[config.mk]
export PLATFORM = sky130hd
export DESIGN_NAME = rr_mux4
export DESIGN_NICKNAME = d
export VERILOG_FILES = /design/src/rtl/rr_mux_pkg.sv /design/src/rtl/rr_arb4.sv /design/src/rtl/rr_mux4.sv
export SDC_FILE = /design/constraint.sdc
export NUM_CORES = 1
export LEC_CHECK = 0
export CAP_MARGIN = 15
export CORE_UTILIZATION = 45
export CTS_CLUSTER_DIAMETER = 60
export CTS_CLUSTER_SIZE = 40
export DETAILED_ROUTE_END_ITERATION = 8
export HOLD_SLACK_MARGIN = 0.05
export PLACE_DENSITY = 0.81
export SLEW_MARGIN = 20
export SYNTH_ARGS = -nofsm -noshare
export SYNTH_HDL_FRONTEND = slang
export SYNTH_SLANG_ARGS = --single-unit
export TNS_END_PERCENT = 50
[constraint.sdc]
create_clock -name clk -period 3.71 [get_ports clk]
set_clock_uncertainty 0.15 [all_clocks]
set_input_delay 0.742 -clock clk [delete_from_list [all_inputs] [get_ports clk]]
set_output_delay 0.742 -clock clk [all_outputs]
set_load 0.005 [all_outputs]
[src/rtl/rr_mux_pkg.sv]
// Shared definitions for the 4:1 round-robin packet multiplexer.
package rr_mux_pkg;

   localparam int unsigned NCH   = 4;
   localparam int unsigned SEL_W = 2;

   typedef enum logic {
      ARB  = 1'b0,
      LOCK = 1'b1
   } state_e;

   // Index of the set bit in a one-hot channel vector (0 when none is set).
   function automatic logic [SEL_W-1:0] onehot_to_idx(input logic [NCH-1:0] oh);
      logic [SEL_W-1:0] idx;
      idx = '0;
      for (int unsigned i = 0; i < NCH; i++) begin
         if (oh[i]) idx = SEL_W'(i);
      end
      return idx;
   endfunction

endpackage

[src/rtl/rr_arb4.sv]
// Combinational round-robin picker: first requester at or after ptr, wrapping.
module rr_arb4
   import rr_mux_pkg::*;
(
   input  logic [NCH-1:0]   req,
   input  logic [SEL_W-1:0] ptr,
   output logic [NCH-1:0]   grant_oh
);

   logic [SEL_W-1:0] idx;
   logic             found;

   // Walk channels ptr, ptr+1, ... (2-bit wrap) and grant the first requester.
   always_comb begin
      grant_oh = '0;
      found    = 1'b0;
      idx      = '0;
      for (int unsigned k = 0; k < NCH; k++) begin
         idx = ptr + SEL_W'(k);
         if (!found && req[idx]) begin
            grant_oh[idx] = 1'b1;
            found         = 1'b1;
         end
      end
   end

endmodule

[src/rtl/rr_mux4.sv]
// Four valid/ready packet streams merged onto one registered output stream,
// round-robin arbitrated and locked to a channel until its last beat.
module rr_mux4
   import rr_mux_pkg::*;
#(
   parameter int unsigned WIDTH = 8
) (
   input  logic                 clk,
   input  logic                 rst,
   input  logic [NCH-1:0]       in_valid,
   input  logic [NCH*WIDTH-1:0] in_data,
   input  logic [NCH-1:0]       in_last,
   output logic [NCH-1:0]       in_ready,
   output logic                 out_valid,
   output logic [WIDTH-1:0]     out_data,
   output logic                 out_last,
   output logic [SEL_W-1:0]     out_sel,
   input  logic                 out_ready
);

   state_e           state_q, state_d;
   logic [SEL_W-1:0] ptr_q, ptr_d;
   logic [SEL_W-1:0] lock_q, lock_d;
   logic             ovalid_q, ovalid_d;
   logic [WIDTH-1:0] odata_q, odata_d;
   logic             olast_q, olast_d;
   logic [SEL_W-1:0] osel_q, osel_d;

   logic             load_en;
   logic [NCH-1:0]   arb_grant;
   logic [NCH-1:0]   grant_oh;
   logic [SEL_W-1:0] gidx;
   logic             xfer;
   logic [WIDTH-1:0] sel_data;
   logic             sel_last;

   rr_arb4 u_arb (
      .req      (in_valid),
      .ptr      (ptr_q),
      .grant_oh (arb_grant)
   );

   // Grant selection, ready generation and data mux for the granted channel.
   // in_ready is also held low while reset is asserted so nothing is accepted.
   always_comb begin
      load_en  = ~ovalid_q | out_ready;
      grant_oh = (state_q == LOCK) ? (NCH'(1) << lock_q) : arb_grant;
      in_ready = grant_oh & {NCH{load_en & ~rst}};
      xfer     = |(in_ready & in_valid);
      gidx     = onehot_to_idx(grant_oh);
      sel_data = '0;
      sel_last = 1'b0;
      for (int unsigned i = 0; i < NCH; i++) begin
         if (grant_oh[i]) begin
            sel_data = sel_data | in_data[i*WIDTH +: WIDTH];
            sel_last = sel_last | in_last[i];
         end
      end
   end

   // Next-state: FSM, pointer, lock channel and output stage load.
   always_comb begin
      state_d  = state_q;
      ptr_d    = ptr_q;
      lock_d   = lock_q;
      ovalid_d = ovalid_q;
      odata_d  = odata_q;
      olast_d  = olast_q;
      osel_d   = osel_q;
      if (load_en) ovalid_d = xfer;
      if (xfer) begin
         odata_d = sel_data;
         olast_d = sel_last;
         osel_d  = gidx;
         if (sel_last) begin
            state_d = ARB;
            ptr_d   = gidx + SEL_W'(1);
         end else begin
            state_d = LOCK;
            lock_d  = gidx;
         end
      end
   end

   // State and output registers with asynchronous reset.
   always_ff @(posedge clk or posedge rst) begin
      if (rst) begin
         state_q  <= ARB;
         ptr_q    <= '0;
         lock_q   <= '0;
         ovalid_q <= 1'b0;
         odata_q  <= '0;
         olast_q  <= 1'b0;
         osel_q   <= '0;
      end else begin
         state_q  <= state_d;
         ptr_q    <= ptr_d;
         lock_q   <= lock_d;
         ovalid_q <= ovalid_d;
         odata_q  <= odata_d;
         olast_q  <= olast_d;
         osel_q   <= osel_d;
      end
   end

   assign out_valid = ovalid_q;
   assign out_data  = odata_q;
   assign out_last  = olast_q;
   assign out_sel   = osel_q;

endmodule

[After elaboration in Yosys (flattened, before gate mapping)]
Cells that the tools add are included.
Operators by class
  $add $sub $neg: 4
  order comparisons: 8
  shift-type cells: 1
  muxes and demuxes: 36
  bitwise gates (word level): 16
  reduce and logical (&&, ||, !) cells: 13
Operators with widths (number)
  8-bit two-way mux: 4
  8-bit OR: 3
  4-bit two-way mux: 5
  1-bit two-way mux: 17
  2-bit by 3-bit less-than comparator with 1-bit output, second input constant: 4
  4-bit OR: 3
  4-bit AND: 2
  1-bit binary-select mux with 2-bit select: 4
  1-bit demux with 2-bit select: 4
  2-bit by 1-bit >= comparator with 1-bit output, second input constant: 4
  1-bit logical AND: 7
  2-bit by 1-bit adder with 2-bit output, second input constant: 2
  2-bit adder, second input constant: 2
  2-bit two-way mux: 2
  1-bit OR: 4
  2-bit AND reduction: 2
  4-bit OR reduction: 1
  1-bit by 2-bit << shifter with 4-bit output, first input constant: 1
  1-bit logical NOT: 3
  1-bit inverter: 3
  1-bit AND: 1
Word-level totals
  register bits after elaboration: 17
  input port bits: 43
  logic and storage cells: 85

[Logic depth before layout (Yosys ltp)]
  word-level depth: 22
  gate-level depth with buffers: 12
  depth with buffers taken out: 9

[Cells and area by module]
From an unflattened synthesis, not the netlist that was laid out.
Second synthesis, totals
  cells, all modules: 136
  area, all modules: 1327.5 um2
Modules (own cells, without submodules)
  rr_mux4: times used 1, cells an instance 100, area an instance 989.7 um2, seq. area each 425.4 um2
  rr_arb4: times used 1, cells an instance 36, area an instance 337.8 um2, seq. area each 0.0 um2

[Worst setup path before layout]
Ideal clock, no wire load.
  path type: input to output
  start: in in_valid[2]
  end: out in_ready[1]
  data arrival time: 2512 ps
  required time: 2818 ps
  slack: 306 ps
  cell stages on the path: 7
  path buffers: 2
  cell sequence: buf_2 > mux4_2 > nor2_1 > o211ai_1 > a41oi_2 > clkbuf_1 > and2_1
On the way
  cells in the longest elaborated chain, start to end: 14
Ends and longest elaborated chain
  start: declaration: RTL line rr_mux4.sv:10  | input logic [NCH-1:0] in_valid,
  1-bit binary-select mux with 2-bit select: RTL line rr_arb4.sv:20  | if (!found && req[idx]) begin
  1-bit two-way mux (not written as such): RTL line rr_arb4.sv:20
  1-bit two-way mux: RTL line rr_arb4.sv:20
  1-bit logical NOT: RTL line rr_arb4.sv:20
  1-bit logical AND: RTL line rr_arb4.sv:20
  1-bit two-way mux: RTL line rr_arb4.sv:20
  1-bit logical NOT: RTL line rr_arb4.sv:20
  1-bit logical AND: RTL line rr_arb4.sv:20
  1-bit two-way mux: RTL line rr_arb4.sv:20
  1-bit logical NOT: RTL line rr_arb4.sv:20
  1-bit logical AND: RTL line rr_arb4.sv:20
  4-bit two-way mux *: RTL line rr_arb4.sv:20
  4-bit two-way mux *: RTL line rr_mux4.sv:47  | grant_oh = (state_q == LOCK) ? (NCH'(1) << lock_q) : arb_grant;
  4-bit AND *: RTL line rr_mux4.sv:48  | in_ready = grant_oh & {NCH{load_en & ~rst}};
  end: declaration: RTL line rr_mux4.sv:13  | output logic [NCH-1:0] in_ready,
Mark *: on every way between the ends. The rest lies on a longest branch, timed or not. The select of a mux whose other input is x is not followed.

[Final worst setup path]
  start: in in_valid[0]
  end: out in_ready[1]
Same word-level chain as after synthesis.

==> out/summary.txt <==
Startpoint of the worst hold path = out_data[3]$_DFFE_PP0P_
Vias = 1777
Worst EP required = 2.82 ns
Pint = 1440 uW
Syn Inst Count = 171
# fillers = 221
Row cnt = 21
CP endpoint kind = output pin
R2R cell count = 16
Core box area = 0.00339 mm2
DR pass1 iterations = 4
Leak = 0.00113 uW
Status = complete, no violations
Worst IR drop on VDD = 0.499 mV
Async SR Flop Fraction = 1.00
CTS tree = built
RD Place Congestion = 1.01
Slew @ Worst Pin = 0.669 ns
Cell area after layout = 0.00260 mm2
Final worst path period share = 0.982
Setup CP Type = in2out
DRC violations left = 0
Synth Area in Simple Gates = 0.129
Most common cell in the netlist = dfrtp_1
Final slew viol count = 0
Gr usage total = 0.285
Number of diodes = 0
Die area = 0.00384 mm2
Largest family of logic cells by synthesized area = compound AO/OA/AOI/OAI gates
Fmax = 0.275 GHz
Avg Inst Size Synth = 9.45 um2
Post-DP HPWL = 4.03 mm
H-Tree Depth = 1
Power share of the combinational group = 0.812
Setup WS pre-CTS = -0.335 ns
GRT Residual Overflow = 0
Rel. slew slack = 0.553
Final core occ = 0.768
Startpoint Class = primary input
Reg2Reg Capture Point = lock_q[0]$_DFFE_PP0P_
First-pass GRT wire length = 7.81 mm
Top post-synthesis cells by area = dfrtp_1, a22oi_1, mux2_4
Hold endpoint = out_data[3]$_DFFE_PP0P_
Post-synthesis cell type count = 45
Nets = 317
CTS Buffer Depth = 2
Synth top area share = 0.263
# IOs = 59
Sequential element share of the synthesized area = 0.263
Total power = 2510 uW
Starting density of the core = 0.477
Worst hold path depth = 1
Synthesis-to-finish area growth = 61.0%
Worst r2r src = ptr_q[1]$_DFFE_PP0P_
Yosys warns = 0
Final Hold Fails = 0
PortBufs = 58
Hold-fix buffers at CTS = 0
Dominant synthesized flop cell = dfrtp_1
Worst R2R Setup Slack = 0.15 ns
Synth Area in XOR/XNOR = 0
Later-pin clock latency in the skew report = 0.30 ns
Switching power = 1070 uW
Vias per cell = 5.70
Post-Syn Area = 0.00162 mm2
Routed length per placed instance = 16.8 um
Multiplexer share of the synthesized area = 0.224
Detailed-route wire length = 5.23 mm
Clock Tree Root = clkbuf_4
Cell taking the most area after synthesis = dfrtp_1
Unrepaired setup endpoints after global routing = no
Fraction of final layout cells sized beyond drive strength 1 = 0.286
Num CTS Buffers = 3
Sequential share of power = 0.146
Compound-gate portion of the synthesized area = 0.279
Worst hold margin = 0.367 ns
Power Dens Cells = 966 mW/mm2
Largest net degree at the start of global routing = 18
Antenna viol nets, final = 0
Die W = 61.9 um
DRT iter0 DRCs = 150
Worst-path clk slew = 0.10 ns
Clock power frac = 0.042
Min Tclk post-route = 3.64 ns
Die Ht = 61.9 um
EDFF count, synth = 0
Placed cell areas = 0.00248 mm2
Max_cap viols = 0
CP arrival = 2.75 ns
Setup Viol. Count Final = 0
Adder-Cell Fraction of Synth Area = 0.0542
Hold Path Class = reg2reg
CTS Sinks = 17
Post-Syn Nets = 221
Initial antenna violation count = 0
Post-synthesis register bit count = 17
Vias in the first global route = 1648
Commonest cells post-synth = dfrtp_1, a22oi_1, nand2_1, mux2i_1
CP Max Fanout = 5
Setup ws final = 0.0679 ns
Sw Ratio = 0.426
==> critical path: stages <==
cell and delay [ns]:
dlygate4sd2_1 0.28, buf_4 0.15, mux2i_1 0.17, buf_4 0.15, and3_1 0.24, o211ai_1 0.12, a41oi_2 0.23, and2_1 0.15
clkdlybuf4s50_1 0.51
==> state kept, by name, summed over array words and instances, names as in the netlist <==
register	cells
lock_q	2
out_data	8
out_last	1
out_sel	2
out_valid	1
ptr_q	2
state_q	1
==> cells by family after synthesis <==
logic type | after synthesis
AO/OA/AOI/OAI | 58
AND/OR/NAND/NOR | 42
multiplexers | 29
buffers and inverters | 18
flip-flops | 17
adder cells (fa/ha/maj) | 7
==> stage by stage <==
step,setup TNS [ns],cells
floorplan,0,171
global placement,-2.99,301
detailed placement,-3.95,301
CTS,-0.00666,310
global route,0,312
finish,0,312
==> layer usage <==
metal	track usage	up-vias	part of all wire
met5	0	-	0
met4	0.0698	0	0.014
met3	0.0580	8	0.057
met2	0.476	73	0.50
met1	0.378	845	0.43
li1	-	851	-
==> cell type report <==
class	instances	area, um2	area share
flip-flops and latches	17	425	0.163
repair buffers	100	900	0.346
well taps	46	57.6	0.0221
multi-input cells	136	1160	0.446
clock buffers	4	26.3	0.0101
inverters	9	33.8	0.0130
==> power by group through the flow <==
stage | Clock, uW | Combinational, uW | Sequential [uW]
floorplan | 0 | 1110 | 363
global placement | 0 | 1840 | 364
detailed placement | 0 | 1880 | 366
CTS | 106 | 1960 | 366
global route | 113 | 2200 | 379
finish | 105 | 2040 | 368
==> worst max-delay path by stage <==
stage	end	start	slack, ns	cells past startpoint
3_3_place_gp	in_ready[1]	in_valid[0]	-0.29	7
6_report	in_ready[1]	in_valid[0]	0.07	9
3_5_place_dp	in_ready[1]	in_valid[0]	-0.34	7
4_1_cts	in_ready[1]	ptr_q[1]$_DFFE_PP0P_	-0.007	8
5_1_grt	in_ready[1]	in_valid[0]	0.008	9
2_1_floorplan	in_ready[1]	in_valid[2]	0.31	7
==> cell usage in the layout (no fill, tap or decap), drive strengths merged, types with 2 or more instances in the layout <==
| cell | instances |
|---|---|
| nor2 | 5 |
| inv | 9 |
| a22oi | 16 |
| clkdlybuf4s50 | 51 |
| dlygate4sd2 | 7 |
| mux4 | 2 |
| o21ai | 9 |
| ha | 7 |
| and3 | 2 |
| buf | 42 |
| nand2b | 4 |
| nor3b | 2 |
| a21oi | 3 |
| nand2 | 17 |
| dfrtp | 17 |
| nand3 | 2 |
| a221oi | 2 |
| o2111ai | 3 |
| mux2 | 17 |
| mux2i | 10 |
| and2 | 5 |
| or2 | 2 |
| clkbuf | 4 |
| o22ai | 6 |
| o211ai | 5 |
| a31o | 2 |
==> repair_timing <==
| action | 4_1_cts | 5_1_grt |
|---|---|---|
| pin swaps | 4 | 1 |
| resized for setup | 12 | 4 |
| setup buffers | 5 | 2 |
| setup endpoints to repair | 4 | 17 |
Note: power is estimated with default switching activity, not from simulation.
